## src/rtl/hs4_pkg.sv

```systemverilog
// hs4_pkg
// Shared types and limits for the four-phase source bridge.
//   hs4_state_e   : handshake FSM states (IDLE, SETUP, REQ_HI, REQ_LO)
//   HS4_SYNC_MIN  : fewest flops allowed in an acknowledge synchronizer
//   HS4_DEPTH_MIN : fewest FIFO entries allowed
package hs4_pkg;

  typedef enum logic [1:0] {
    IDLE   = 2'd0,
    SETUP  = 2'd1,
    REQ_HI = 2'd2,
    REQ_LO = 2'd3
  } hs4_state_e;

  localparam int HS4_SYNC_MIN  = 2;
  localparam int HS4_DEPTH_MIN = 2;

endpackage

```

## src/rtl/hs4_sync.sv

```systemverilog
// hs4_sync
// Plain flop-chain synchronizer for one asynchronous level signal.
// Ports:
//   clk : destination clock
//   rst : asynchronous active-high reset, clears every stage to 0
//   d   : asynchronous input level
//   q   : synchronized level, STAGES edges behind d
module hs4_sync
  import hs4_pkg::*;
#(
  parameter int STAGES = 2
) (
  input  logic clk,
  input  logic rst,
  input  logic d,
  output logic q
);

  logic [STAGES-1:0] chain;

  // Refuse to build a chain too short to settle metastability.
  if (STAGES < HS4_SYNC_MIN) begin : g_bad_stages
    $error("hs4_sync: STAGES must be at least %0d", HS4_SYNC_MIN);
  end

  // Shift the input through the chain; the oldest stage is the output.
  always_ff @(posedge clk or posedge rst) begin
    if (rst) begin
      chain <= '0;
    end else begin
      chain <= {chain[STAGES-2:0], d};
    end
  end

  assign q = chain[STAGES-1];

endmodule

```

## src/rtl/hs4_src_bridge.sv

```systemverilog
// hs4_src_bridge
// Converts a clocked valid/ready stream into a four-phase (return-to-zero)
// bundled-data handshake toward an asynchronous fork. A small FIFO absorbs
// handshake latency; the acknowledge is synchronized before use.
// Ports:
//   clk_i, rst_i : clock, asynchronous active-high reset
//   in_valid_i   : producer offers in_data_i
//   in_ready_o   : FIFO not full (from the registered full flag only)
//   in_data_i    : producer word
//   req_o        : registered four-phase request
//   ack_i        : asynchronous acknowledge from downstream
//   data_o       : registered bundled data, stable while the handshake is open
//   busy_o       : FIFO non-empty or FSM not idle
//   xfer_cnt_o   : completed handshakes, wraps modulo 2^CNT_W
module hs4_src_bridge
  import hs4_pkg::*;
#(
  parameter int DATA_W      = 32,
  parameter int DEPTH       = 4,
  parameter int SYNC_STAGES = 2,
  parameter int CNT_W       = 16
) (
  input  logic              clk_i,
  input  logic              rst_i,
  input  logic              in_valid_i,
  output logic              in_ready_o,
  input  logic [DATA_W-1:0] in_data_i,
  output logic              req_o,
  input  logic              ack_i,
  output logic [DATA_W-1:0] data_o,
  output logic              busy_o,
  output logic [CNT_W-1:0]  xfer_cnt_o
);

  localparam int AW = $clog2(DEPTH);

  // Reject illegal configurations at elaboration.
  if ((SYNC_STAGES < HS4_SYNC_MIN) || (DEPTH < HS4_DEPTH_MIN) ||
      ((DEPTH & (DEPTH - 1)) != 0)) begin : g_bad_params
    $error("hs4_src_bridge: illegal DEPTH=%0d or SYNC_STAGES=%0d", DEPTH, SYNC_STAGES);
  end

  logic [DATA_W-1:0] mem [DEPTH];
  logic [AW:0]       wr_ptr_q, rd_ptr_q, wr_ptr_n, rd_ptr_n;
  logic              empty_q, full_q;
  logic              push, pop;
  logic              ack_s;
  hs4_state_e        state_q, state_n;
  logic              req_q, req_n;
  logic              cnt_inc;
  logic [DATA_W-1:0] data_q;
  logic [CNT_W-1:0]  cnt_q;

  hs4_sync #(
    .STAGES (SYNC_STAGES)
  ) u_ack_sync (
    .clk (clk_i),
    .rst (rst_i),
    .d   (ack_i),
    .q   (ack_s)
  );

  // A full FIFO blocks the push outright, even if the FSM pops this cycle,
  // so in_ready_o never depends on the handshake side.
  assign push       = in_valid_i && !full_q;
  assign in_ready_o = !full_q;

  assign wr_ptr_n = wr_ptr_q + {{AW{1'b0}}, push};
  assign rd_ptr_n = rd_ptr_q + {{AW{1'b0}}, pop};

  // Pointers carry one extra wrap bit; flags are computed from the next
  // pointer values and registered so downstream logic sees clean levels.
  always_ff @(posedge clk_i or posedge rst_i) begin
    if (rst_i) begin
      wr_ptr_q <= '0;
      rd_ptr_q <= '0;
      empty_q  <= 1'b1;
      full_q   <= 1'b0;
    end else begin
      wr_ptr_q <= wr_ptr_n;
      rd_ptr_q <= rd_ptr_n;
      empty_q  <= (wr_ptr_n == rd_ptr_n);
      full_q   <= (wr_ptr_n[AW] != rd_ptr_n[AW]) &&
                  (wr_ptr_n[AW-1:0] == rd_ptr_n[AW-1:0]);
    end
  end

  // Storage needs no reset; the pointers define what is valid.
  always_ff @(posedge clk_i) begin
    if (push) begin
      mem[wr_ptr_q[AW-1:0]] <= in_data_i;
    end
  end

  // Handshake sequencing. SETUP gives data one full cycle ahead of the
  // request; the return-to-zero phase waits for the synchronized ack to drop
  // before the next word may be loaded.
  always_comb begin
    state_n = state_q;
    req_n   = req_q;
    pop     = 1'b0;
    cnt_inc = 1'b0;
    case (state_q)
      IDLE: begin
        if (!empty_q) begin
          pop     = 1'b1;
          state_n = SETUP;
        end
      end
      SETUP: begin
        req_n   = 1'b1;
        state_n = REQ_HI;
      end
      REQ_HI: begin
        if (ack_s) begin
          req_n   = 1'b0;
          cnt_inc = 1'b1;
          state_n = REQ_LO;
        end
      end
      REQ_LO: begin
        if (!ack_s) begin
          if (!empty_q) begin
            pop     = 1'b1;
            state_n = SETUP;
          end else begin
            state_n = IDLE;
          end
        end
      end
      default: begin
        state_n = IDLE;
      end
    endcase
  end

  // State, request, bundled data and transfer counter registers.
  always_ff @(posedge clk_i or posedge rst_i) begin
    if (rst_i) begin
      state_q <= IDLE;
      req_q   <= 1'b0;
      data_q  <= '0;
      cnt_q   <= '0;
    end else begin
      state_q <= state_n;
      req_q   <= req_n;
      if (pop) begin
        data_q <= mem[rd_ptr_q[AW-1:0]];
      end
      if (cnt_inc) begin
        cnt_q <= cnt_q + {{(CNT_W-1){1'b0}}, 1'b1};
      end
    end
  end

  assign req_o      = req_q;
  assign data_o     = data_q;
  assign xfer_cnt_o = cnt_q;
  assign busy_o     = !empty_q || (state_q != IDLE);

endmodule

```

## config.mk

```make
export PLATFORM = sky130hd
export DESIGN_NAME = hs4_src_bridge
export DESIGN_NICKNAME = d
export VERILOG_FILES = /design/src/rtl/hs4_pkg.sv /design/src/rtl/hs4_sync.sv /design/src/rtl/hs4_src_bridge.sv
export SDC_FILE = /design/constraint.sdc
export NUM_CORES = 1
export LEC_CHECK = 0
export CORE_UTILIZATION = 52
export CTS_CLUSTER_SIZE = 25
export DETAILED_ROUTE_END_ITERATION = 8
export HOLD_SLACK_MARGIN = 0.03
export PLACE_DENSITY = 0.75
export REMOVE_ABC_BUFFERS = 1
export SYNTH_ARGS = -nofsm -noshare
export SYNTH_HDL_FRONTEND = slang
export SYNTH_SLANG_ARGS = --single-unit
```

## constraint.sdc

```tcl
create_clock -name clk_i -period 4.55 [get_ports clk_i]
set_clock_uncertainty 0.05 [all_clocks]
set_input_delay 0.91 -clock clk_i [delete_from_list [all_inputs] [get_ports clk_i]]
set_output_delay 0.91 -clock clk_i [all_outputs]
set_load 0.005 [all_outputs]
```

== Word-level counts from Yosys, hierarchy flattened ==
Memories as Yosys holds them, arrays and structs flattened. A register that Yosys moved wholly into a read port is not among the register bits.
Index checks and enable logic that the tools add are counted.

* Add/subtract/negate cells: 3
* Eq/ne operators: 9
* Mux-type cells: 14
* Reduce and logical (&&, ||, !) cells: 10

{| class="wikitable"
|+ Operator list
! cell !! count
|-
| adder 16 x 1 -> 16 bit (second input constant) || 1
|-
| two-way mux 1 bit || 8
|-
| one-hot mux 2 bit (4 select lines) || 1
|-
| adder 3 x 1 -> 3 bit || 2
|-
| two-way mux 2 bit || 3
|-
| == test 2 bit (second input constant) || 2
|-
| != test 2 bit (second input constant) || 2
|-
| one-hot mux 1 bit (2 select lines) || 2
|-
| nonzero test 2 bit || 2
|-
| == test 3 bit || 1
|-
| AND reduction 3 bit || 1
|-
| == test 2 x 1 -> 1 bit (second input constant) || 1
|-
| == test 2 bit || 1
|-
| logical AND 1 bit || 2
|-
| logical NOT 1 bit || 2
|-
| logical NOT 2 bit || 1
|-
| != test 2 x 1 -> 1 bit (second input constant) || 1
|-
| AND reduction 2 bit || 1
|-
| logical OR 1 bit || 1
|-
| != test 1 bit || 1
|}

* Register bits: 29
* RAM bits: 128
* Input port bits: 36
* Word-level logic and storage cells: 45
* Memories kept: 1

{| class="wikitable"
|+ Memories
! memory !! depth !! width !! read ports !! clocked after Yosys merged registers in !! write ports !! line !! RTL
|-
| mem || 4 || 32 || 1 || 1 || 1 || hs4_src_bridge.sv:43 || <nowiki>logic [DATA_W-1:0] mem [DEPTH];</nowiki>
|}

== Longest topological paths before layout ==
Gate-level depths: netlist of the first run.

* Word-level depth: 6
* Mapped depth: 12
* Mapped depth without buffers: 10

== Hierarchy ==
A second synthesis of the first run with hierarchy kept.

* Cell total of the unflattened synthesis: 348
* Area total of the unflattened synthesis: 7284.5 um^2

{| class="wikitable"
|+ By module, submodules not included
! module !! instances !! cells an instance !! area each (um^2) !! sequential area each (um^2)
|-
| hs4_src_bridge || 1 || 345 || 7230.7 || 5321.4
|-
| hs4_sync || 1 || 3 || 53.8 || 50.0
|}

== Least setup slack after synthesis of the first run ==
Ideal clock, no wire load.

* Kind: input port to flip-flop
* Start: input in_valid_i
* End: memory mem[0][0] (enable)
* Data arrival time: 3556 ps
* Data required time: 4032 ps
* Path slack: 477 ps
* Stages on the path: 2
* Path buffers: 0
* Cell sequence: nor2b_1 -> nor3b_1

* Word-level cells in the longest chain between the ends: 3

{| class="wikitable"
|+ Ends and longest elaborated chain
! what !! line !! RTL
|-
| from (decl) || hs4_src_bridge.sv:25 || <nowiki>input logic in_valid_i,</nowiki>
|-
| logical AND 1 bit || hs4_src_bridge.sv:65 || <nowiki>assign push = in_valid_i && !full_q;</nowiki>
|-
| two-way mux 1 bit || hs4_src_bridge.sv:90 || <nowiki>if (push) begin</nowiki>
|-
| two-way mux 1 bit (implied by the code) || hs4_src_bridge.sv:91 || <nowiki>mem[wr_ptr_q[AW-1:0]] <= in_data_i;</nowiki>
|-
| to (decl) || hs4_src_bridge.sv:43 ||
|}

Every way passes these cells.

== Final worst setup path of the first run ==
* Start: register state_q[0]
* End: register full_q

* Word-level cells in the longest chain between the ends: 5

{| class="wikitable"
|+ Ends and longest elaborated chain
! what !! line !! RTL
|-
| from (decl) || hs4_src_bridge.sv:48 || <nowiki>hs4_state_e state_q, state_n;</nowiki>
|-
| from (signal assigned) || hs4_src_bridge.sv:145 || <nowiki>state_q <= state_n;</nowiki>
|-
| == test 2 bit or logical NOT 2 bit (tied branches) || hs4_src_bridge.sv:103 || <nowiki>case (state_q)</nowiki>
|-
| one-hot mux 1 bit (2 select lines) * || hs4_src_bridge.sv:103 ||
|-
| net pop || hs4_src_bridge.sv:46 || <nowiki>logic push, pop;</nowiki>
|-
| adder 3 x 1 -> 3 bit * || hs4_src_bridge.sv:69 || <nowiki>assign rd_ptr_n = rd_ptr_q + {{AW{1'b0}}, pop};</nowiki>
|-
| net rd_ptr_n[2] || hs4_src_bridge.sv:44 || <nowiki>logic [AW:0] wr_ptr_q, rd_ptr_q, wr_ptr_n, rd_ptr_n;</nowiki>
|-
| != test 1 bit * || hs4_src_bridge.sv:83 || <nowiki>full_q <= (wr_ptr_n[AW] != rd_ptr_n[AW]) &&</nowiki>
|-
| logical AND 1 bit * || hs4_src_bridge.sv:83 ||
|-
| to (signal assigned) || hs4_src_bridge.sv:83 ||
|-
| to (decl) || hs4_src_bridge.sv:45 || <nowiki>logic empty_q, full_q;</nowiki>
|}

Mark *: on every way through the listed nets, which the timed path passes. The rest lies on a longest branch.
A chain may end at the register's enable or synchronous reset.

==> results of run 1 <==
[path summary, 6_finish.rpt]
kind                                       end  slack, ns  cells after the start           startpoint
setup / recovery                        full_q       1.55                      9           state_q[0]
hold / removal             u_ack_sync.chain[1]       0.31                      0  u_ack_sync.chain[0]
setup reg to reg                        full_q       1.55                      9           state_q[0]
hold reg to reg            u_ack_sync.chain[1]       0.31                      0  u_ack_sync.chain[0]
max in group asynchronous          rd_ptr_q[1]       2.90                      3                rst_i
min in group asynchronous        xfer_cnt_o[9]       0.98                      3                rst_i
[synthesized netlist by cell type (all sizes together)]
cell,n
a21oi,1
and3,1
and3b,1
and4,1
buf,11
dfrtp,60
dfstp,1
edfxtp,128
ha,11
inv,7
mux2,34
mux2i,1
mux4,32
nand2,10
nand3,4
nand4,6
nor2,7
nor2b,4
nor3,2
nor3b,1
o2bb2ai,1
o31ai,2
or2,1
or3,1
xnor2,16
xor2,4
[critical path, cell delays in order, from the launching register on]
cell and delay (ns):
dfrtp_1 0.44, inv_1 0.12, ha_1 0.34, or3_2 0.93, inv_1 0.17, ha_1 0.16, ha_1 0.16, xor2_1 0.22
xnor2_1 0.16, nor2b_1 0.16
[registers in the layout (all words and copies together), names as in the netlist]
name and cells:
empty_q 1, full_q 1, req_o 1, mem 128
xfer_cnt_o 16, rd_ptr_q 3, data_o 32, u_ack_sync.chain 2
state_q 2, wr_ptr_q 3
[power groups by stage]
| stage | Combinational (mW) | Sequential (mW) | Clock [mW] |
|---|---|---|---|
| final | 1.81 | 2.62 | 1.37 |
| after global routing | 1.95 | 2.68 | 1.47 |
| after CTS | 1.84 | 2.63 | 1.39 |
| after detailed placement | 1.81 | 2.66 | 0 |
| after global placement | 1.79 | 2.63 | 0 |
| after floorplan | 1.15 | 2.61 | 0 |
[final cells by class]
type / instances / area, um2 / area share [%]
clock buffer: 21 / 440 / 4.99
clock inverter: 10 / 98.8 / 1.12
inverter: 7 / 26.3 / 0.298
multi-input combinational: 141 / 1780 / 20.2
sequential: 189 / 5370 / 60.9
tap: 176 / 220 / 2.50
timing repair buffer: 89 / 883 / 10.0
[metal layers]
metal / up-vias / routed length (um) / part of all wire, %
li1: 1539 / - / -
met1: 1776 / 5420 / 44
met2: 101 / 6220 / 50
met5: - / 0 / 0
met4: 0 / 145 / 1.2
met3: 12 / 661 / 5.3
[per-stage QoR]
| step | power (mW) | instance area (um2) | setup slack [ns] |
|---|---|---|---|
| 2_1_floorplan | 3.76 | 7160 | 0.477 |
| 4_1_cts | 5.86 | 8820 | 1.51 |
| 3_3_place_gp | 4.42 | 8290 | 1.51 |
| 3_5_place_dp | 4.47 | 8290 | 1.47 |
| 5_1_grt | 6.09 | 8820 | 1.30 |
| 6_report | 5.80 | 8820 | 1.55 |
[kinds of logic (layout without fill, tap and decap cells)]
family          Yosys count  after routing  synth area share [%]
mux                      67             67                  16.8
xor+xnor                 20             20                  2.40
buf+inv                  18            127                  2.01
simple gates             39             39                  2.77
flops                   189            189                  73.8
fa+ha+maj                11             11                  1.89
compound gates            4              4                 0.395
==> summary.md, run 1 <==
| Metric | Value |
|---|---|
| CP Data Arrival Time | 3.30 ns |
| Int Power | 4.24 mW |
| Hold buffers post-CTS | 0 |
| Synth area leaders | edfxtp_1 53%, dfrtp_1 21%, mux4_2 9.9% |
| Vias in the first global route | 3542 |
| Instance count of the mapped netlist | 348 |
| Layout cell share with drive strength beyond 1 | 22.8% |
| Met2 GRT Util | 30.6% |
| Std cell rows | 42 |
| Mean Syn Cell Area | 20.9 um2 |
| FF+latch count, synth | 189 |
| Largest net degree at the start of global routing | 62 |
| Max Clk Rate | 0.334 GHz |
| Wire length of the first global-routing pass | 19600 um |
| Grt total ovfl | 0 |
| DRC | 0 |
| Number of max-cap violations | 0 |
| Worst-path clk slew | 0.06 ns |
| Final min period | 3.00 ns |
| HPWL after DPL | 7350 um |
| Seq/Total Area, Yosys | 73.8% |
| Final Setup Violations | 0 |
| Non-Filler Instances | 633 |
| Worst-Margin Slew | 1.11 ns |
| Fin nets | 492 |
| Crit Path Category | reg -> reg |
| DR vias/cell | 5.42 |
| Total CTS buffers | 17 |
| Initial DRC count | 162 |
| Area leader, netlist | edfxtp_1 |
| Root Buffer | clkbuf_16 |
| Skew-Pair Late Insertion Delay | 0.42 ns |
| PortBufs | 86 |
| Pre-Repair DR Iteration Count | 4 |
| Clock power frac | 23.6% |
| Peak supply drop | 0.000345 V |
| Lkg Pwr | 3.28 nW |
| Critical Path RT | 4.85 ns |
| Psw | 1.56 mW |
| Sequential share of power | 45.2% |
| GRT met1 Usage | 24.9% |
| TNS Setup | 0 ns |
| Die area | 14500 um2 |
| Starting Density | 54.1% |
| Slew HR | 26.3% |
| GRT Max-Usage Layer | met2 |
| Hold Vio Cnt, Final | 0 |
| Status | finished, final reports clean |
| Post-Syn Area | 7280 um2 |
| Worst hold path class | reg -> reg |
| GR Util All Layers | 18.9% |
| PD cells | 658 nW/um2 |
| Part of the power in combinational logic | 31.1% |
| Global-route track usage on met3 | 4.86% |
| Crit end category | flip-flop |
| Die height | 120 um |
| Post-Route WL | 12400 um |
| Gpl congestion | 0.729 |
| Clk buf depth | 2 |
| Most frequent cells in the layout | 128 x edfxtp_1, 86 x clkdlybuf4s50_1, 58 x dfrtp_1 |
| Setup bufs post-CTS | 0 |
| Max-slew violations | 0 |
| Final Util | 65.6% |
| Distinct cells, synth | 31 |
| Crit share post-route | 65.9% |
| Worst-path maximum fanout | 33 |
| Die Width | 120 um |
| Fillcell total | 950 |
| Syn-to-layout area delta | 21.2% |
| Worst hold margin | 0.312 ns |
| CTS sink cnt | 189 |
| Core outline area | 13500 um2 |
| Top-area cell type share of the netlist area | 52.8% |
| Initial antenna violation count | 0 |
| Switch share | 26.9% |
| CTS tree | yes |
| WL/cell | 19.7 um |
| RSZ-0062 raised after global routing | no |
| Placed insts | 602 |
| Final ANT Viol Nets | 0 |
| I/O pin count | 87 |
| # diodes | 0 |
| Nature of the critical path startpoint | flip-flop |
| Ys Warns | 0 |
| H-Tree Depth | 4 |
| Commonest non-fill, non-tap cell in the layout | edfxtp_1 |
| Via count | 3428 |
| CTS resizes | 0 |
Note: power is estimated with default switching activity, not from simulation.
==> run 2: changes to the inputs <==
==> constraint.sdc (replaced) <==
create_clock -name clk_i -period 3.03 [get_ports clk_i]
set_clock_uncertainty 0.05 [all_clocks]
set_input_delay 0.606 -clock clk_i [delete_from_list [all_inputs] [get_ports clk_i]]
set_output_delay 0.606 -clock clk_i [all_outputs]
set_load 0.005 [all_outputs]
==> summary.md, run 2 (same netlist as run 1, synthesis figures left out) <==
| Metric | Value |
|---|---|
| Status | finished, final reports clean |
| CP Data Arrival Time | 1.79 ns |
| Max-slew violations | 0 |
| HPWL after DPL | 7620 um |
| Reg-to-Reg Start | state_q[0] |
| Final Setup Violations | 0 |
| CP endpoint | busy_o |
| Worst R2R Path Depth | 9 |
| CTS tree | yes |
| Slew HR | 45.2% |
| Max Clk Rate | 0.409 GHz |
| Worst path cell trace | inv_1 -> ha_1 -> nand2_1 -> clkdlybuf4s50_1 |
| TNS Setup | 0 ns |
| Die height | 120 um |
| Hold Vio Cnt, Final | 0 |
| Skew-Pair Late Insertion Delay | 0.42 ns |
| Worst hold path class | reg -> reg |
| Final min period | 2.44 ns |
| GR Util All Layers | 19.3% |
| Crit share post-route | 80.7% |
| Peak supply drop | 0.000513 V |
| DRC | 0 |
| Crit path from | state_q[0] |
| Fin nets | 498 |
| Gpl congestion | 0.776 |
| H-Tree Depth | 4 |
| Pre-Repair DR Iteration Count | 6 |
| Largest stage delay, worst path | 0.50 ns |
| Largest register FFs | 128 |
| Vias in the first global route | 3637 |
| Final ANT Viol Nets | 0 |
| Grt total ovfl | 0 |
| Layout cell share with drive strength beyond 1 | 25.2% |
| Largest net degree at the start of global routing | 62 |
| Starting Density | 54.1% |
| Std cell rows | 42 |
| PortBufs | 86 |
| Post-Route WL | 12500 um |
| PD cells | 986 nW/um2 |
| Worst hold margin | 0.318 ns |
| DP Worst Slack | 0.500 ns |
| Total CTS buffers | 17 |
| Die area | 14500 um2 |
| Post-route setup slack | 0.586 ns |
| DR vias/cell | 5.34 |
| CTS sink cnt | 189 |
| Number of max-cap violations | 0 |
| Clk buf depth | 2 |
| Crit end category | output pin |
| Initial DRC count | 208 |
| RSZ-0062 raised after global routing | no |
| Hold buffers post-CTS | 0 |
| Worst-path maximum fanout | 6 |
| Most frequent cells in the layout | 128 x edfxtp_1, 86 x clkdlybuf4s50_1, 58 x dfrtp_1 |
| WL/cell | 19.5 um |
| Core outline area | 13500 um2 |
| Initial antenna violation count | 0 |
| Nature of the critical path startpoint | flip-flop |
| Wire length of the first global-routing pass | 20100 um |
| Crit Path Category | reg -> out |
| Lkg Pwr | 3.33 nW |
| Critical Path RT | 2.37 ns |
| Commonest non-fill, non-tap cell in the layout | edfxtp_1 |
| FF-to-FF setup slack | 0.66 ns |
| Critical R2R Capture | full_q |
| Die Width | 120 um |
| Root Buffer | clkbuf_16 |
| Slowest-stage cell, CP | clkdlybuf4s50_1 |
| CTS resizes | 0 |
| Worst-Margin Slew | 0.821 ns |
| Setup bufs post-CTS | 0 |
| I/O pin count | 87 |
| Syn-to-layout area delta | 23.0% |
| Worst-path clk slew | 0.07 ns |
| Via count | 3424 |
## run 2: cell types whose count changed in the layout (fill, tap and decap cells not counted), moves of 2 or more
cell	before	now
buf_12	0	4
clkinv_1	4	0
clkinvlp_4	0	4
buf_4	3	5
clkbuf_1	4	2
inv_6	0	2
## run 2: per-layer routing
metal | vias to the layer above | track usage (%) | routed length (um)
li1 | 1554 | - | -
met1 | 1766 | 25.2 | 5400
met2 | 83 | 31.1 | 6390
met3 | 21 | 5.33 | 554
met4 | 0 | 7.18 | 188
met5 | - | 0 | 0
## run 2: per-stage QoR
step	total power, mW	util [%]	cells	cell area [um2]
after global routing	9.28	66.6	640	8950
after global placement	6.66	62.3	608	8380
final	8.83	66.6	641	8960
after detailed placement	6.77	62.3	608	8380
after floorplan	5.65	-	337	7160
after CTS	8.96	66.6	640	8950
## run 2: cell type report
type | instances | area, um2
flip-flops and latches | 189 | 5370
fillers | 915 | 4500
multi-input cells | 141 | 1780
repair buffers | 95 | 978
clock buffers | 19 | 433
well taps | 176 | 220
clock inverters | 13 | 140
inverters | 7 | 26.3
diodes | 1 | 2.50
## run 2: critical path, delay by kind of cell (launching register included)
family / cells / cell delay (ns)
DFF: 1 / 0.44
buffers and inverters: 2 / 0.61
and+or+nand+nor: 1 / 0.08
adders and majority gates: 1 / 0.22
## run 2: worst min-delay path by stage
stage | start | to | slack [ns] | depth (start not counted)
after CTS | u_ack_sync.chain[0] | u_ack_sync.chain[1] | 0.32 | 0
final | u_ack_sync.chain[0] | u_ack_sync.chain[1] | 0.32 | 0
after global placement | u_ack_sync.chain[0] | u_ack_sync.chain[1] | 0.30 | 0
after global routing | u_ack_sync.chain[0] | u_ack_sync.chain[1] | 0.33 | 0
after floorplan | u_ack_sync.chain[0] | u_ack_sync.chain[1] | 0.28 | 0
after detailed placement | u_ack_sync.chain[0] | u_ack_sync.chain[1] | 0.30 | 0
## run 2: power by group
part | internal (mW) | total [mW] | switching (mW)
combinational | 1.74 | 2.75 | 1.01
clock | 1.22 | 2.15 | 0.932
sequential | 3.47 | 3.92 | 0.458
